$ cat src/rtl/sata_oob.sv
// Host-side SATA out-of-band bring-up sequencer: COMRESET/COMWAKE exchange,
// D10.2 and ALIGN/SYNC handover, with per-phase timeout and PHY re-init request.
module sata_oob #(
  parameter logic [19:0] TIMEOUT_CYCLES = 20'd132000,
  parameter logic [3:0]  MAX_RETRIES    = 4'd8
) (
  input  logic       i_clk,
  input  logic       i_reset,
  input  logic       i_phy_ready,
  input  logic       i_tx_comfinish,
  input  logic       i_rx_cominit,
  input  logic       i_rx_comwake,
  input  logic       i_rx_align,
  input  logic       i_rx_primitive,
  output logic       o_tx_cominit,
  output logic       o_tx_comwake,
  output logic       o_tx_elecidle,
  output logic       o_tx_d10,
  output logic       o_tx_align,
  output logic       o_link_up,
  output logic       o_err,
  output logic       o_phy_reset,
  output logic [2:0] o_state
);

  typedef enum logic [2:0] {
    ST_IDLE         = 3'd0,
    ST_COMRESET     = 3'd1,
    ST_WAIT_COMINIT = 3'd2,
    ST_COMWAKE      = 3'd3,
    ST_WAIT_COMWAKE = 3'd4,
    ST_SEND_D10     = 3'd5,
    ST_SEND_ALIGN   = 3'd6,
    ST_READY        = 3'd7
  } state_t;

  state_t      state_q, state_d;
  logic [19:0] phase_cnt_q, phase_cnt_d;
  logic [3:0]  retry_q, retry_d, retry_inc;
  logic [1:0]  sync_cnt_q, sync_cnt_d;
  logic        enter, timeout, give_up, counted, after_cominit, is_sync;

  logic tx_cominit_q, tx_cominit_d;
  logic tx_comwake_q, tx_comwake_d;
  logic tx_elecidle_q, tx_elecidle_d;
  logic tx_d10_q, tx_d10_d;
  logic tx_align_q, tx_align_d;
  logic link_up_q, link_up_d;
  logic err_q, err_d;
  logic phy_reset_q, phy_reset_d;

  always_ff @(posedge i_clk) begin
    if (i_reset) begin
      state_q       <= ST_IDLE;
      phase_cnt_q   <= '0;
      retry_q       <= '0;
      sync_cnt_q    <= '0;
      tx_cominit_q  <= 1'b0;
      tx_comwake_q  <= 1'b0;
      tx_elecidle_q <= 1'b1;
      tx_d10_q      <= 1'b0;
      tx_align_q    <= 1'b0;
      link_up_q     <= 1'b0;
      err_q         <= 1'b0;
      phy_reset_q   <= 1'b0;
    end else begin
      state_q       <= state_d;
      phase_cnt_q   <= phase_cnt_d;
      retry_q       <= retry_d;
      sync_cnt_q    <= sync_cnt_d;
      tx_cominit_q  <= tx_cominit_d;
      tx_comwake_q  <= tx_comwake_d;
      tx_elecidle_q <= tx_elecidle_d;
      tx_d10_q      <= tx_d10_d;
      tx_align_q    <= tx_align_d;
      link_up_q     <= link_up_d;
      err_q         <= err_d;
      phy_reset_q   <= phy_reset_d;
    end
  end

  // enter marks any taken transition, including timeout re-entry of COMRESET,
  // so the phase counter restarts and the entry pulses fire again.
  always_comb begin
    state_d       = state_q;
    retry_d       = retry_q;
    enter         = 1'b0;
    timeout       = 1'b0;
    give_up       = 1'b0;
    retry_inc     = retry_q + 4'd1;
    counted       = (state_q != ST_IDLE) && (state_q != ST_READY);
    after_cominit = state_q inside {ST_COMWAKE, ST_WAIT_COMWAKE, ST_SEND_D10,
                                    ST_SEND_ALIGN, ST_READY};
    is_sync       = i_rx_primitive && !i_rx_align;
    if (!i_phy_ready) begin
      state_d = ST_IDLE;
      retry_d = '0;
      enter   = (state_q != ST_IDLE);
    end else if (counted && (phase_cnt_q == TIMEOUT_CYCLES - 20'd1)) begin
      timeout = 1'b1;
      enter   = 1'b1;
      if (retry_inc == MAX_RETRIES) begin
        give_up = 1'b1;
        retry_d = '0;
        state_d = ST_IDLE;
      end else begin
        retry_d = retry_inc;
        state_d = ST_COMRESET;
      end
    end else if (after_cominit && i_rx_cominit) begin
      state_d = ST_COMRESET;
      enter   = 1'b1;
    end else begin
      case (state_q)
        ST_IDLE: begin
          state_d = ST_COMRESET;
          enter   = 1'b1;
        end
        ST_COMRESET: if (i_tx_comfinish) begin
          state_d = ST_WAIT_COMINIT;
          enter   = 1'b1;
        end
        ST_WAIT_COMINIT: if (i_rx_cominit) begin
          state_d = ST_COMWAKE;
          enter   = 1'b1;
        end
        ST_COMWAKE: if (i_tx_comfinish) begin
          state_d = ST_WAIT_COMWAKE;
          enter   = 1'b1;
        end
        ST_WAIT_COMWAKE: if (i_rx_comwake) begin
          state_d = ST_SEND_D10;
          enter   = 1'b1;
        end
        ST_SEND_D10: if (i_rx_align) begin
          state_d = ST_SEND_ALIGN;
          enter   = 1'b1;
        end
        ST_SEND_ALIGN: if (is_sync && (sync_cnt_q == 2'd2)) begin
          state_d = ST_READY;
          enter   = 1'b1;
        end
        ST_READY: retry_d = '0;
        default: ;
      endcase
    end
    phase_cnt_d = (enter || !counted) ? 20'd0 : phase_cnt_q + 20'd1;
    sync_cnt_d  = (!enter && (state_q == ST_SEND_ALIGN) && is_sync) ? sync_cnt_q + 2'd1 : 2'd0;
  end

  // Outputs are decoded from the next state so they line up with state_q.
  always_comb begin
    tx_cominit_d  = enter && (state_d == ST_COMRESET);
    tx_comwake_d  = enter && (state_d == ST_COMWAKE);
    tx_elecidle_d = state_d inside {ST_IDLE, ST_COMRESET, ST_WAIT_COMINIT,
                                    ST_COMWAKE, ST_WAIT_COMWAKE};
    tx_d10_d      = (state_d == ST_SEND_D10);
    tx_align_d    = (state_d == ST_SEND_ALIGN);
    link_up_d     = (state_d == ST_READY);
    err_d         = timeout;
    phy_reset_d   = give_up;
  end

  assign o_tx_cominit  = tx_cominit_q;
  assign o_tx_comwake  = tx_comwake_q;
  assign o_tx_elecidle = tx_elecidle_q;
  assign o_tx_d10      = tx_d10_q;
  assign o_tx_align    = tx_align_q;
  assign o_link_up     = link_up_q;
  assign o_err         = err_q;
  assign o_phy_reset   = phy_reset_q;
  assign o_state       = state_q;

endmodule
$ cat config.mk
export PLATFORM = sky130hd
export DESIGN_NAME = sata_oob
export DESIGN_NICKNAME = d
export VERILOG_FILES = /design/src/rtl/sata_oob.sv
export SDC_FILE = /design/constraint.sdc
export NUM_CORES = 1
export LEC_CHECK = 0
export ABC_AREA = 1
export CORE_MARGIN = 3
export CORE_UTILIZATION = 55
export CTS_CLUSTER_SIZE = 24
export DETAILED_ROUTE_END_ITERATION = 10
export GPL_ROUTABILITY_DRIVEN = 0
export PLACE_DENSITY = 0.77
export SLEW_MARGIN = 15
export SYNTH_ARGS = -nofsm -noshare
export SYNTH_HDL_FRONTEND = slang
export SYNTH_SLANG_ARGS = --single-unit
$ cat constraint.sdc
create_clock -name i_clk -period 2.2 [get_ports i_clk]
set_input_delay 0.33 -clock i_clk [delete_from_list [all_inputs] [get_ports i_clk]]
set_output_delay 0.33 -clock i_clk [all_outputs]
set_load 0.01 [all_outputs]
# Yosys cells after proc, flatten, opt, wreduce, memory -nomap -nowiden
# Cells that the tools add are included.
word_totals:
  reg_bits: 37
  input_bits: 8
  elab_cells: 88
classes:
  addsub: 3
  eq_ne: 19
  mux: 26
  n_bitwise: 3
  n_reduce_logical: 25
op_table:
  columns: ["operator", "n"]
  rows:
  - ["3-bit two-way mux", 9]
  - ["3-bit equality test, second input constant", 8]
  - ["3-bit case mux with 7 select lines", 1]
  - ["20-bit by 1-bit adder with 20-bit output, second input constant", 1]
  - ["20-bit by 18-bit equality test with 1-bit output, second input constant", 1]
  - ["4-bit two-way mux", 4]
  - ["3-bit by 2-bit equality test with 1-bit output, second input constant", 4]
  - ["1-bit two-way mux", 11]
  - ["5-bit nonzero test", 2]
  - ["1-bit logical AND", 9]
  - ["2-bit OR reduction", 4]
  - ["3-bit by 1-bit equality test with 1-bit output, second input constant", 2]
  - ["3-bit zero test", 2]
  - ["1-bit case mux with 6 select lines", 1]
  - ["4-bit by 1-bit adder with 4-bit output, second input constant", 1]
  - ["4-bit equality test, second input constant", 1]
  - ["1-bit zero test", 3]
  - ["3-bit != test, second input constant", 1]
  - ["1-bit inverter", 3]
  - ["3-bit nonzero test", 1]
  - ["3-bit OR reduction", 1]
  - ["2-bit by 1-bit adder with 2-bit output, second input constant", 1]
  - ["2-bit equality test, second input constant", 1]
  - ["2-bit != test, second input constant", 1]
  - ["other kinds (3)", 3]

# Logic depth before layout (Yosys ltp)
# Gate-level depths: netlist of the first run.
depth:
  word_depth: 13
  mapped_depth: 12
  mapped_depth_nobuf: 12

# Least setup slack after synthesis of the first run
# No wires, ideal clock.
synth_path:
  path_kind: "register -> register"
  from: "register state_q[2] (netlist: o_state[2])"
  to: "register phase_cnt_q[17]"
  setup_ns: 0.117
  t_arrival_ns: 1.385
  setup_slack_ns: 0.698
  path_stages_with_launch: 12
  synth_period_minus_slack_ns: 1.502
  path_cell_list: "dfxtp_1 buf_2 inv_2 nand2_2 nand2_2 nor2_1 nand2_2 nand3_2 nand2_2 nand2_2 buf_6 nor2_2"
synth_between:
  elab_chain_len: 8
  word_cells_on_any_way: 22
  classes_between: "eq/ne: 8; mux: 4; reduce/logical: 10"
synth_rtl:
  columns: ["element", "line_no", "rtl"]
  rows:
  - ["start: declaration", "37", "state_t state_q, state_d;"]
  - ["start signal: assignment", "67", "state_q <= state_d;"]
  - ["3-bit by 2-bit equality test with 1-bit output (tied with other cells)", "92, 114", null]
  - ["2-bit OR reduction (no line) or 5-bit nonzero test (tied branches)", null, null]
  - ["1-bit case mux with 6 select lines or 1-bit logical AND (tied branches)", "114, 110", null]
  - ["1-bit two-way mux", "110", "end else if (after_cominit && i_rx_cominit) begin"]
  - ["1-bit two-way mux", "99", "end else if (counted && (phase_cnt_q == TIMEOUT_CYCLES - 20'd1)) begin"]
  - ["1-bit two-way mux", "95", "if (!i_phy_ready) begin"]
  - ["1-bit logical OR *", "147", "phase_cnt_d = (enter || !counted) ? 20'd0 : phase_cnt_q + 20'd1;"]
  - ["2-bit OR reduction (no line) *", null, null]
  - ["end signal: assignment", "68", "phase_cnt_q <= phase_cnt_d;"]
  - ["end: declaration", "38", "logic [19:0] phase_cnt_q, phase_cnt_d;"]
# Mark *: on every way between the ends. The rest lies on a longest branch, timed or not.
# A chain may end at the register's enable or synchronous reset.

# Worst setup path in the final report of the first run
layout_path:
  from: "register state_q[2] (netlist: o_state[2])"
  to: "output port o_state[2]"
layout_lines:
  columns: ["element", "line_no", "rtl"]
  rows:
  - ["end: declaration", "23", "output logic [2:0] o_state"]
# No word-level cell between the ends.

==> flow_metrics.py, run 1 <==
metrics = {
    "cts": {
        "path_clk_slew_ns": 0.11,
        "clock_latency_ns": 0.35,
        "clock_sinks": 37,
        "cts_resized": 0,
        "cts_buffer_depth": 2,
        "cts_buffers": 5,
        "postCtsSetupBuffers": 0,
        "cts-htree-levels": 2,
        "tritoncts": "built",
        "holdBufCountCts": 0,
        "cts-root-buf": "clkbuf_4",
    },
    "synthesis": {
        "synth-simple-area-share_pct": 39.8,
        "synth_edf_count": 0,
        "synth_top_area_cell": "dfxtp_1",
        "yosysMostFrequentCell": "nor2_1",
        "synthArstFlopShare_pct": 0,
        "yosysSeqAreaShare_pct": 36.9,
        "syn_inst": 295,
        "avgSynthCellArea_um2": 6.80,
        "synth_top_family_by_area": "simple AND/OR/NAND/NOR gates",
        "synth.top_cells.by_area": "dfxtp_1 37%, nor2_1 11%, nand2_1 10%",
        "synth_mux_area_share_pct": 0,
        "synth_compound_gate_area_share_pct": 1.50,
        "ys_warn_count": 0,
        "yosysUniqueCellTypes": 22,
        "synth_common_cells": "58 x nor2_1, 55 x nand2_1, 48 x inv_1",
        "synth.cell_area_um2": 2010,
        "synth_top_cell_area_share_pct": 36.9,
        "synth_fa_ha_area_share_pct": 2.49,
        "synth-seq-cells": 37,
        "synth_ff_type": "dfxtp_1",
        "synth_nets": 307,
        "synth-xor-area-share_pct": 8.73,
    },
    "worst_setup_path": {
        "worstSetupPathType": "reg -> out",
        "reg2reg_from": "phase_cnt_q[0]$_SDFF_PP0_",
        "r2r_end": "phase_cnt_q[0]$_SDFF_PP0_",
        "crit_required_ns": 1.87,
        "cp-start-kind": "flop",
        "worst_ep_arrival_time_ns": 1.52,
        "reg2reg_slack_ns": 0.42,
        "crit_path_end_kind": "output port",
        "worst-r2r-cell-count": 9,
        "path_max_fanout": 5,
        "crit_start": "o_state[2]$_SDFF_PP0_",
    },
    "power_and_ir_drop": {
        "powerDensity_nw_per_um2": 532,
        "irDropWorstVdd_mv": 0.462,
        "p_leak_nw": 0.986,
    },
    "cells_and_area": {
        "final_nets": 331,
        "drive_gt1_share_pct": 11.6,
        "areaGrowthSynthToFinish_pct": 15.4,
        "final_util_pct": 67.8,
        "diodes": 0,
    },
    "sta": {
        "hold_viol": 0,
        "grt_setup_unrepaired": "false",
        "finalCritPeriodShare_pct": 83.9,
        "worst_pin_slew_ns": 0.299,
        "skew_ns": 0.0122,
        "finalSetupViolations": 0,
        "max_slew_margin_pct": 79.9,
        "fmax_mhz": 542,
        "timing.setup.tns_ns": 0,
        "slew_violations": 0,
        "fin_crit_ns": 1.85,
    },
    "worst_hold_path": {
        "min_from": "sync_cnt_q[0]$_SDFF_PP0_",
        "min_delay_path_depth": 1,
        "hold_path_class": "reg -> reg",
        "min_to": "sync_cnt_q[0]$_SDFF_PP0_",
    },
    "global_routing": {
        "grt_pass1_vias": 1554,
        "grt_pass1_wl_mm": 6.66,
        "grt_overflow": 0,
        "antenna_found_initial": 0,
        "grt_max_degree": 21,
        "grt_use_total_pct": 19.7,
    },
    "die": {
        "fp.dieH_um": 66.4,
        "coreArea_um2": 3420,
        "ios": 19,
        "initial_core_util_pct": 58.8,
        "rows": 21,
        "die_x_um": 66.4,
        "dieArea_um2": 4410,
    },
    "routing": {
        "first_iter_violations": 105,
        "ant_nets": 0,
        "routed_wl_mm": 3.80,
        "vias": 1729,
        "via_per_inst": 4.72,
        "wl_per_cell_um": 10.4,
        "drcViolationCount": 0,
        "drt-pass1-iter-count": 4,
    },
    "job": {
        "max-cap-violations": 0,
    },
    "placed_design": {
        "dp_hpwl_mm": 2.90,
        "io_buffers": 18,
    },
    "status": {
        "status": "finished, final reports clean",
    },
}
critical path, cell delays in order (launching register included):
cell             delay (ns)
dfxtp_1                0.47
buf_4                  0.18
clkdlybuf4s50_1        0.53
metal layers:
metal  global-route usage (%)  up-vias  routed length, µm
met2                     29.9       26               1630
met5                        0        -                  0
met3                     5.27        9                170
met4                     6.85        0                 61
met1                     26.8      750               1940
li1                         -      944                  -
where the power goes:
group | internal, mW | total [mW] | switching (mW)
Sequential | 0.673 | 0.678 | 0.00454
Clock | 0.241 | 0.477 | 0.237
Combinational | 0.0317 | 0.0767 | 0.0450
metrics by stage:
step	hold WS (ns)	setup WS [ns]	power, mW	instances	area [µm²]
3_5_place_dp	0.407	0.286	0.768	358	2230
4_1_cts	0.423	0.346	1.24	366	2320
5_1_grt	0.444	0.246	1.29	366	2320
6_report	0.416	0.354	1.23	366	2320
2_1_floorplan	0.391	0.698	0.740	295	2010
3_3_place_gp	0.405	0.346	0.768	358	2230
how the worst max path moves through the flow:
stage	to	slack (ns)	cells past startpoint
final	o_state[2]	0.35	2
after global routing	phase_cnt_q[4]$_SDFF_PP0_	0.25	9
after CTS	o_state[2]	0.35	2
after detailed placement	phase_cnt_q[0]$_SDFF_PP0_	0.29	12
after global placement	phase_cnt_q[16]$_SDFF_PP0_	0.35	12
after floorplan	phase_cnt_q[17]$_SDFF_PP0_	0.70	11
sequential cells by signal (all words and copies together), names as in the netlist:
register       count
phase_cnt_q       20
o_tx_align         1
o_tx_cominit       1
o_link_up          1
sync_cnt_q         2
o_tx_comwake       1
o_tx_d10           1
o_err              1
o_phy_reset        1
o_state            3
o_tx_elecidle      1
retry_q            4
cell families (layout without fill, tap and decap cells):
kind of cell | after synthesis | count (layout)
compound gates | 6 | 6
xor+xnor | 20 | 20
fa+ha+maj | 4 | 4
buf+inv | 52 | 77
flops | 37 | 37
simple gates | 176 | 176
cell type report:
type,instances,area [µm²]
Fill cell,326,1100
Multi-Input combinational cell,206,1050
Sequential cell,37,741
Timing Repair Buffer,20,195
Inverter,49,184
Tap cell,46,57.6
Clock inverter,3,46.3
Clock buffer,5,37.5
cells in the final DEF (no fill, tap or decap):
| master | instances |
|---|---|
| nor2_2 | 17 |
| clkdlybuf4s50_1 | 18 |
| nand3_1 | 26 |
| clkinvlp_4 | 1 |
| inv_2 | 1 |
| clkbuf_4 | 5 |
| nand2_2 | 5 |
| nor2_1 | 58 |
| xnor2_1 | 6 |
| o21ai_0 | 3 |
| inv_1 | 48 |
| a21oi_1 | 3 |
| nor3_2 | 1 |
| nor4_1 | 1 |
| nand3_2 | 2 |
| or2_0 | 1 |
| nand2_1 | 55 |
| nor3_1 | 2 |
| nor2_4 | 1 |
| dfxtp_1 | 37 |
| buf_4 | 2 |
| ha_1 | 4 |
| clkinv_4 | 1 |
| bufinv_16 | 1 |
| xor2_1 | 14 |
| nand4_1 | 7 |
Power figures use the tool's default switching activity.
==> inputs of run 2 (changes only) <==
==> constraint.sdc (replaced) <==
create_clock -name i_clk -period 1.8 [get_ports i_clk]
set_input_delay 0.27 -clock i_clk [delete_from_list [all_inputs] [get_ports i_clk]]
set_output_delay 0.27 -clock i_clk [all_outputs]
set_load 0.01 [all_outputs]
==> run 2 against run 1 <==
Net effect:
- critical path depth decreased by 1
- first-iteration DRC count decreased by 12%
- clock-buffer cell count increased by 1
- largest power group unchanged
- register-to-register slack got worse by 0.21 ns
- non-clock buffer count increased by 3
- combinational power increased by 27%
- cell count increased by 0.82%
- via count increased by 1.9%
- clock power decreased by 3%
- clock skew decreased by 0.0056 ns
- critical path type unchanged
- utilization increased by 0.81 points
==> flow_metrics.py, run 2 (synthesis results as in run 1) <==
metrics = {
    "status": {
        "status": "finished, final reports clean",
    },
    "worst_setup_path": {
        "r2r_end": "phase_cnt_q[19]$_SDFF_PP0_",
        "crit_path_top_delay_cell": "clkdlybuf4s50_1",
        "reg2reg_from": "phase_cnt_q[17]$_SDFF_PP0_",
        "cpPeakStageDelay_ns": 0.59,
        "crit_path_end_kind": "output port",
        "reg2reg_slack_ns": 0.21,
        "worstSetupPathType": "reg -> out",
        "crit_start": "o_state[0]$_SDFF_PP0_",
        "cp_top_family": "buffers and inverters",
        "path_max_fanout": 8,
        "worst-r2r-cell-count": 10,
        "cp_cell_sequence": "clkdlybuf4s50_1",
        "worst_ep_arrival_time_ns": 1.42,
        "crit_required_ns": 1.53,
        "crit_buf_inv": 1,
        "cp-start-kind": "flop",
    },
    "worst_hold_path": {
        "min_delay_path_depth": 1,
        "min_from": "sync_cnt_q[0]$_SDFF_PP0_",
        "min_to": "sync_cnt_q[0]$_SDFF_PP0_",
        "hold_path_class": "reg -> reg",
    },
    "global_routing": {
        "grt_use_total_pct": 19.4,
        "grt_pass1_vias": 1549,
        "grt_util_met2_pct": 28.0,
        "grt_overflow": 0,
        "met3_usage_pct": 5.10,
        "antenna_found_initial": 0,
        "gr-usage-met1_pct": 27.8,
        "grt_pass1_wl_mm": 6.62,
        "grt.busiest_layer": "met2",
        "grt_max_degree": 21,
    },
    "sta": {
        "skew_ns": 0.00666,
        "finalSetupViolations": 0,
        "grt_setup_unrepaired": "false",
        "max_slew_margin_pct": 81.9,
        "timing.setup.tns_ns": 0,
        "hold_viol": 0,
        "finalCritPeriodShare_pct": 93.7,
        "worst_pin_slew_ns": 0.271,
        "fmax_mhz": 593,
        "slew_violations": 0,
        "fin_crit_ns": 1.69,
    },
    "placed_design": {
        "io_buffers": 18,
        "dp_hpwl_mm": 2.84,
    },
    "cells_and_area": {
        "layout_commonest_cell": "nor2_1",
        "layout_common_cells": "58 x nor2_1, 55 x nand2_1, 48 x inv_1",
        "drive_gt1_share_pct": 13.0,
        "diodes": 0,
        "final_util_pct": 68.6,
        "largest_register_ffs": 20,
        "final_nets": 334,
        "areaGrowthSynthToFinish_pct": 16.8,
        "regMostFlops": "phase_cnt_q",
    },
    "die": {
        "coreArea_um2": 3420,
        "ios": 19,
        "rows": 21,
        "fp.dieH_um": 66.4,
        "dieArea_um2": 4410,
        "die_x_um": 66.4,
        "initial_core_util_pct": 58.8,
    },
    "cts": {
        "cts_buffer_depth": 2,
        "clock_sinks": 37,
        "path_clk_slew_ns": 0.11,
        "clock_latency_ns": 0.34,
        "cts-root-buf": "clkbuf_4",
        "cts-htree-levels": 2,
        "postCtsSetupBuffers": 0,
        "tritoncts": "built",
        "cts_resized": 0,
        "holdBufCountCts": 0,
        "cts_buffers": 5,
    },
    "routing": {
        "vias": 1762,
        "first_iter_violations": 92,
        "drcViolationCount": 0,
        "routed_wl_mm": 3.69,
        "wl_per_cell_um": 9.99,
        "ant_nets": 0,
        "via_per_inst": 4.78,
        "drt-pass1-iter-count": 4,
    },
    "power_and_ir_drop": {
        "p_leak_nw": 1.01,
        "irDropWorstVdd_mv": 0.428,
        "powerDensity_nw_per_um2": 593,
    },
    "job": {
        "max-cap-violations": 0,
    },
}
==> run 2: how the worst max path moves through the flow <==
| stage | slack [ns] | depth (start not counted) | endpoint |
|---|---|---|---|
| 2_1_floorplan | 0.30 | 11 | phase_cnt_q[17]$_SDFF_PP0_ |
| 3_3_place_gp | 0.08 | 12 | phase_cnt_q[18]$_SDFF_PP0_ |
| 3_5_place_dp | 0.02 | 12 | phase_cnt_q[18]$_SDFF_PP0_ |
| 4_1_cts | 0.03 | 2 | o_state[2] |
| 5_1_grt | 0.02 | 9 | o_tx_align$_SDFF_PP0_ |
| 6_report | 0.11 | 1 | o_state[0] |
==> run 2: cell type report <==
| cell class | instances | area [µm²] |
|---|---|---|
| Inverter | 49 | 184 |
| Tap cell | 46 | 57.6 |
| Timing Repair Buffer | 23 | 230 |
| Clock inverter | 2 | 13.8 |
| Clock buffer | 6 | 51.3 |
| Fill cell | 300 | 1070 |
| Multi-Input combinational cell | 206 | 1060 |
| Sequential cell | 37 | 742 |
==> run 2: per-stage QoR <==
step	instances	total power [mW]	setup WS [ns]	cell area [µm²]	hold WS, ns
floorplan	295	0.904	0.298	2010	0.342
global placement	361	0.943	0.0766	2270	0.404
detailed placement	361	0.943	0.0246	2270	0.412
CTS	369	1.41	0.0298	2330	0.428
global route	369	1.46	0.0193	2340	0.449
finish	369	1.39	0.113	2340	0.420
==> run 2: routing by layer <==
metal	vias to the layer above	share of wire, %
met4	0	1.4
li1	950	-
met2	34	43
met3	7	4.3
met5	-	0
met1	771	52
==> run 2: report_power, final <==
group	total [mW]	switching [mW]	internal (mW)
clock network	0.465	0.275	0.190
registers	0.828	0.00494	0.823
logic	0.0975	0.0553	0.0422
